[src/rtl/serial_addsub_ctrl.sv]
// Bit-serial WIDTH-bit add/subtract unit: one full_adder_struc cell processes one bit per clock, LSB first.
// The carry sits in a flop between bits, and results are held from one completion to the next.

module full_adder_struc (
  input  logic a,
  input  logic b,
  input  logic cin,
  output logic sum,
  output logic cout
);
  logic p_s;
  logic g_s;
  logic t_s;

  assign p_s  = a ^ b;
  assign g_s  = a & b;
  assign t_s  = p_s & cin;
  assign sum  = p_s ^ cin;
  assign cout = g_s | t_s;
endmodule

module serial_addsub_ctrl #(
  parameter int WIDTH = 8
) (
  input  logic             clk,
  input  logic             rst,
  input  logic             start,
  input  logic             sub,
  input  logic [WIDTH-1:0] a,
  input  logic [WIDTH-1:0] b,
  output logic             busy,
  output logic             done,
  output logic [WIDTH-1:0] sum,
  output logic             cout,
  output logic             overflow
);
  localparam int CW = $clog2(WIDTH + 1);
  localparam logic [CW-1:0] LAST = CW'(WIDTH - 1);

  typedef enum logic [1:0] {
    IDLE = 2'd0,
    RUN  = 2'd1,
    DONE = 2'd2
  } state_e;

  state_e state_q, state_d;

  logic [WIDTH-1:0] a_sh_q, a_sh_d;
  logic [WIDTH-1:0] b_sh_q, b_sh_d;
  logic [WIDTH-1:0] r_sh_q, r_sh_d;
  logic [CW-1:0]    cnt_q, cnt_d;
  logic             carry_q, carry_d;
  logic [WIDTH-1:0] sum_q, sum_d;
  logic             cout_q, cout_d;
  logic             ovf_q, ovf_d;

  logic fa_sum_s;
  logic fa_cout_s;

  full_adder_struc u_fa (
    .a    (a_sh_q[0]),
    .b    (b_sh_q[0]),
    .cin  (carry_q),
    .sum  (fa_sum_s),
    .cout (fa_cout_s)
  );

  // State register
  always_ff @(posedge clk) begin
    if (rst) begin
      state_q <= IDLE;
    end else begin
      state_q <= state_d;
    end
  end

  // Next-state logic
  always_comb begin
    state_d = state_q;
    case (state_q)
      IDLE: begin
        if (start) begin
          state_d = RUN;
        end else begin
          state_d = IDLE;
        end
      end
      RUN: begin
        if (cnt_q == LAST) begin
          state_d = DONE;
        end else begin
          state_d = RUN;
        end
      end
      DONE:    state_d = IDLE;
      default: state_d = IDLE;
    endcase
  end

  // Datapath next values: operand load, serial shift, and result capture on the last bit
  always_comb begin
    a_sh_d  = a_sh_q;
    b_sh_d  = b_sh_q;
    r_sh_d  = r_sh_q;
    cnt_d   = cnt_q;
    carry_d = carry_q;
    sum_d   = sum_q;
    cout_d  = cout_q;
    ovf_d   = ovf_q;
    case (state_q)
      IDLE: begin
        if (start) begin
          // Subtract is A + ~B + 1, so the inverted operand and the seed carry are loaded here
          a_sh_d  = a;
          b_sh_d  = sub ? ~b : b;
          carry_d = sub;
          cnt_d   = '0;
        end else begin
          a_sh_d  = a_sh_q;
        end
      end
      RUN: begin
        r_sh_d  = {fa_sum_s, r_sh_q[WIDTH-1:1]};
        a_sh_d  = {1'b0, a_sh_q[WIDTH-1:1]};
        b_sh_d  = {1'b0, b_sh_q[WIDTH-1:1]};
        carry_d = fa_cout_s;
        cnt_d   = cnt_q + CW'(1);
        if (cnt_q == LAST) begin
          // carry_q is the carry into the MSB on this step
          sum_d  = r_sh_d;
          cout_d = fa_cout_s;
          ovf_d  = carry_q ^ fa_cout_s;
        end else begin
          sum_d  = sum_q;
        end
      end
      DONE:    cnt_d = cnt_q;
      default: cnt_d = cnt_q;
    endcase
  end

  // Datapath and result registers
  always_ff @(posedge clk) begin
    if (rst) begin
      a_sh_q  <= '0;
      b_sh_q  <= '0;
      r_sh_q  <= '0;
      cnt_q   <= '0;
      carry_q <= 1'b0;
      sum_q   <= '0;
      cout_q  <= 1'b0;
      ovf_q   <= 1'b0;
    end else begin
      a_sh_q  <= a_sh_d;
      b_sh_q  <= b_sh_d;
      r_sh_q  <= r_sh_d;
      cnt_q   <= cnt_d;
      carry_q <= carry_d;
      sum_q   <= sum_d;
      cout_q  <= cout_d;
      ovf_q   <= ovf_d;
    end
  end

  // Status outputs decoded from the state register
  always_comb begin
    busy = 1'b0;
    done = 1'b0;
    case (state_q)
      RUN:     busy = 1'b1;
      DONE:    done = 1'b1;
      default: busy = 1'b0;
    endcase
  end

  assign sum      = sum_q;
  assign cout     = cout_q;
  assign overflow = ovf_q;
endmodule

[config.mk]
export PLATFORM = sky130hd
export DESIGN_NAME = serial_addsub_ctrl
export DESIGN_NICKNAME = d
export VERILOG_FILES = /design/src/rtl/serial_addsub_ctrl.sv
export SDC_FILE = /design/constraint.sdc
export NUM_CORES = 1
export LEC_CHECK = 0
export ABC_CLOCK_PERIOD_IN_PS = 1200
export BUFFER_PORTS_ARGS = -buffer_cell sky130_fd_sc_hd__buf_2
export CAP_MARGIN = 20
export CORE_MARGIN = 4
export CORE_UTILIZATION = 49
export DETAILED_ROUTE_END_ITERATION = 16
export MAX_ROUTING_LAYER = met4
export PLACE_DENSITY = 0.75
export SETUP_SLACK_MARGIN = 0.4
export SYNTH_ARGS = -nofsm -noshare
export SYNTH_HDL_FRONTEND = slang
export SYNTH_SLANG_ARGS = --single-unit
[constraint.sdc]
create_clock -name clk -period 1.2 [get_ports clk]
set_input_delay 0.12 -clock clk [delete_from_list [all_inputs] [get_ports clk]]
set_output_delay 0.12 -clock clk [all_outputs]
set_load 0.01 [all_outputs]
==> flow_summary.toml <==
[run_status]
status = "complete, but fails checks"
violations = "negative setup slack"

[route]
remaining_drc_errors = 0
dr.pass1.iters = 4
avgViaCountPerCell = 5.725
wl_per_cell_um = 18.45
routed.top_layer = "met4"
ant_nets = 0
wirelength_um = 5646
drt_iter0_drc = 130
dr_wl_met2_um = 3046
wl_met3_um = 300
vias = 1752
wl_met1_um = 1971

[min_path]
min_to = "a_sh_q[2]"
hold_path_class = "in -> reg"
worstHoldStart = "a[2]"
hold_depth = 3

[sta]
fin_crit_sh_pct = 107.2
fmax_mhz = 777.6
period_needed_ns = 1.286
rsz0062_at_grt = "yes"
finalSetupViolCount = 12
worst_slew_pin_slew_ns = 0.4137
slew-limit-headroom_pct = 72.42
hold_violations = 0
worst_slack_ns = -0.08607
finalMaxSlewViolations = 0
finalSetupTns_ns = -0.4964
finClkSkew_ns = 0.01352

[place]
place.gp.congestion = 0.7874
dp.cells = 271
portBuffers = 31
hpwl_um = 2925
dpl_cell_area_um2 = 2096

[yosys]
synth_top_area_share_pct = 46.92
yosysTopAreaCell = "dfxtp_1"
ys_types = 34
syn_avg_cell_area_um2 = 8.843
synthCells = 193
ys_top_cells_by_area = "dfxtp_1, a21oi_1, nand2_1, o21ai_0, xnor2_1"
ys_ff_latch = 40
syn_area_um2 = 1707
ys_warn_count = 0
seq_area_frac_synth_pct = 46.92
syn_nets = 215

[pwr]
max-vdd-ir-drop_uv = 744.1
p_total_mw = 2.939
cellPowerDensity_nw_per_um2 = 1047
p_leak_nw = 1.051

[setup_path]
start_kind = "register"
worstReg2RegEnd = "a_sh_q[7]"
arrival_ns = 1.60
path_max_fanout = 5
critPathCaptureType = "register"
path_class = "reg -> reg"
crit_required_ns = 1.51
rrSetupSlack_ns = -0.09
r2r_start = "state_q[0]"
worst-r2r-cell-count = 6

[grt]
grt_pass1_vias = 1794
grt_max_degree = 33
antenna_found_initial = 0
grt-ovfl-total = 0
grt_usage_pct = 27.35
grt_pass1_wl_um = 8687

[cts]
cts_max_level = 2
numCtsBuffers = 5
clockRootBuffer = "clkbuf_4"
clk_pin_slew_ns = 0.11
cts_tree = "yes"
clkSinkCount = 40
cts_max_path_buffers = 2
clk_latency_ns = 0.37

[layout]
area_delta_synth_final_pct = 64.52
postLayoutCellArea_um2 = 2808
fin_cells = 306
fin_nets = 281
antenna_cells = 0
drive_above_1_share_pct = 62.69

[floorplan]
die_w_um = 67.02
initial_core_util_pct = 51.14
fp.dieArea_um2 = 4491
core.rowCount = 21
die_h_um = 67.02
coreArea_um2 = 3337
pin_count = 32

[flow_run]
cap_viol_max_count = 0
## how the worst max path moves through the flow
stage	start	endpoint	slack, ns
after floorplan	a_sh_q[0]	overflow	0.08
after global placement	state_q[1]	b_sh_q[6]	0.04
after detailed placement	state_q[1]	b_sh_q[5]	-0.04
after CTS	state_q[1]	busy	-0.05
after global routing	state_q[0]	a_sh_q[7]	-0.14
final	state_q[0]	a_sh_q[7]	-0.09
## per-stage QoR
step                utilization, %  worst slack, ns  hold slack [ns]
floorplan                        -          0.08186           0.2467
CTS                          79.57         -0.04659         0.001790
global route                 84.14          -0.1425          0.02216
detailed placement           62.80         -0.03663           0.3685
global placement             62.80          0.04493           0.3575
finish                       84.14         -0.08607          0.01084
## cell families after synthesis
kind of cell | share of synthesized area [%]
flops | 46.92
compound gates | 25.73
xor+xnor | 4.619
simple gates | 13.93
fa+ha+maj | 1.906
buf+inv | 6.891
## repair_timing
action,CTS,global route
hold endpoints to repair,2,1
setup endpoints to repair,52,52
resized for setup,70,25
buffers inserted,15,5
hold buffers,2,1
pin swaps,21,11
cloned,4,0
## layout make-up
| class | instances | area, µm² |
|---|---|---|
| flip-flops and latches | 40 | 830.8 |
| well taps | 46 | 57.56 |
| repair buffers | 73 | 676.9 |
| fillers | 174 | 529.3 |
| multi-input cells | 137 | 1142 |
| clock buffers | 8 | 90.09 |
| inverters | 2 | 10.01 |
## layer usage
metal | vias to the layer above | GRT usage (%)
li1 | 826 | -
met1 | 825 | 26.74
met2 | 73 | 48.83
met3 | 28 | 6.239
met4 | 0 | 16.20
met5 | - | -
## report_power, final
| group | internal [mW] | switching [mW] | leakage [nW] |
|---|---|---|---|
| logic | 0.285 | 0.288 | 0.666 |
| clock network | 0.469 | 0.450 | 0.0497 |
| registers | 1.38 | 0.0623 | 0.335 |
| total | 2.14 | 0.801 | 1.05 |
## state kept, by name (all words and copies together) (netlist names)
name      flops
cout          1
state_q       2
sum           8
a_sh_q        8
r_sh_q        7
b_sh_q        8
cnt_q         4
overflow      1
carry_q       1
## cells in the mapped netlist (all sizes together)
library cell	n
and3b	1
a211oi	2
nand3b	1
xnor2	8
nor3b	1
nor2b	1
o21bai	1
inv	2
ha	1
clkbuf	3
o22ai	7
fa	1
a311oi	1
nand2b	1
or3	1
nor2	2
a21oi	34
xor2	1
buf	12
nand2	27
nor3	2
a31oi	2
a22oi	8
o21ai	17
nand3	13
or3b	1
o211a	1
o21ba	1
dfxtp	40
## cell usage in the layout (no fill, tap or decap), types with 2 or more instances in the layout
| master | count |
|---|---|
| o22ai_1 | 5 |
| o21ai_1 | 8 |
| a21oi_4 | 4 |
| a21oi_2 | 14 |
| o21ai_2 | 9 |
| nand3_2 | 11 |
| o22ai_2 | 2 |
| dfxtp_1 | 22 |
| clkbuf_16 | 3 |
| nand2_1 | 26 |
| dlygate4sd3_1 | 3 |
| a22oi_2 | 8 |
| buf_2 | 19 |
| a211oi_2 | 2 |
| dfxtp_2 | 15 |
| a21oi_1 | 16 |
| o21ba_4 | 2 |
| buf_6 | 19 |
| buf_12 | 3 |
| clkbuf_8 | 2 |
| xnor2_1 | 7 |
| clkbuf_4 | 5 |
| nor2_1 | 2 |
| buf_4 | 26 |
| dfxtp_4 | 3 |
## critical path: stages, from the launching register on
cell     delay [ns]
dfxtp_4        0.40
buf_6          0.14
nor3b_4        0.32
buf_4          0.18
buf_6          0.08
a22oi_2        0.04
nor2_1         0.08
No activity file was read; power rests on OpenSTA's default activity.
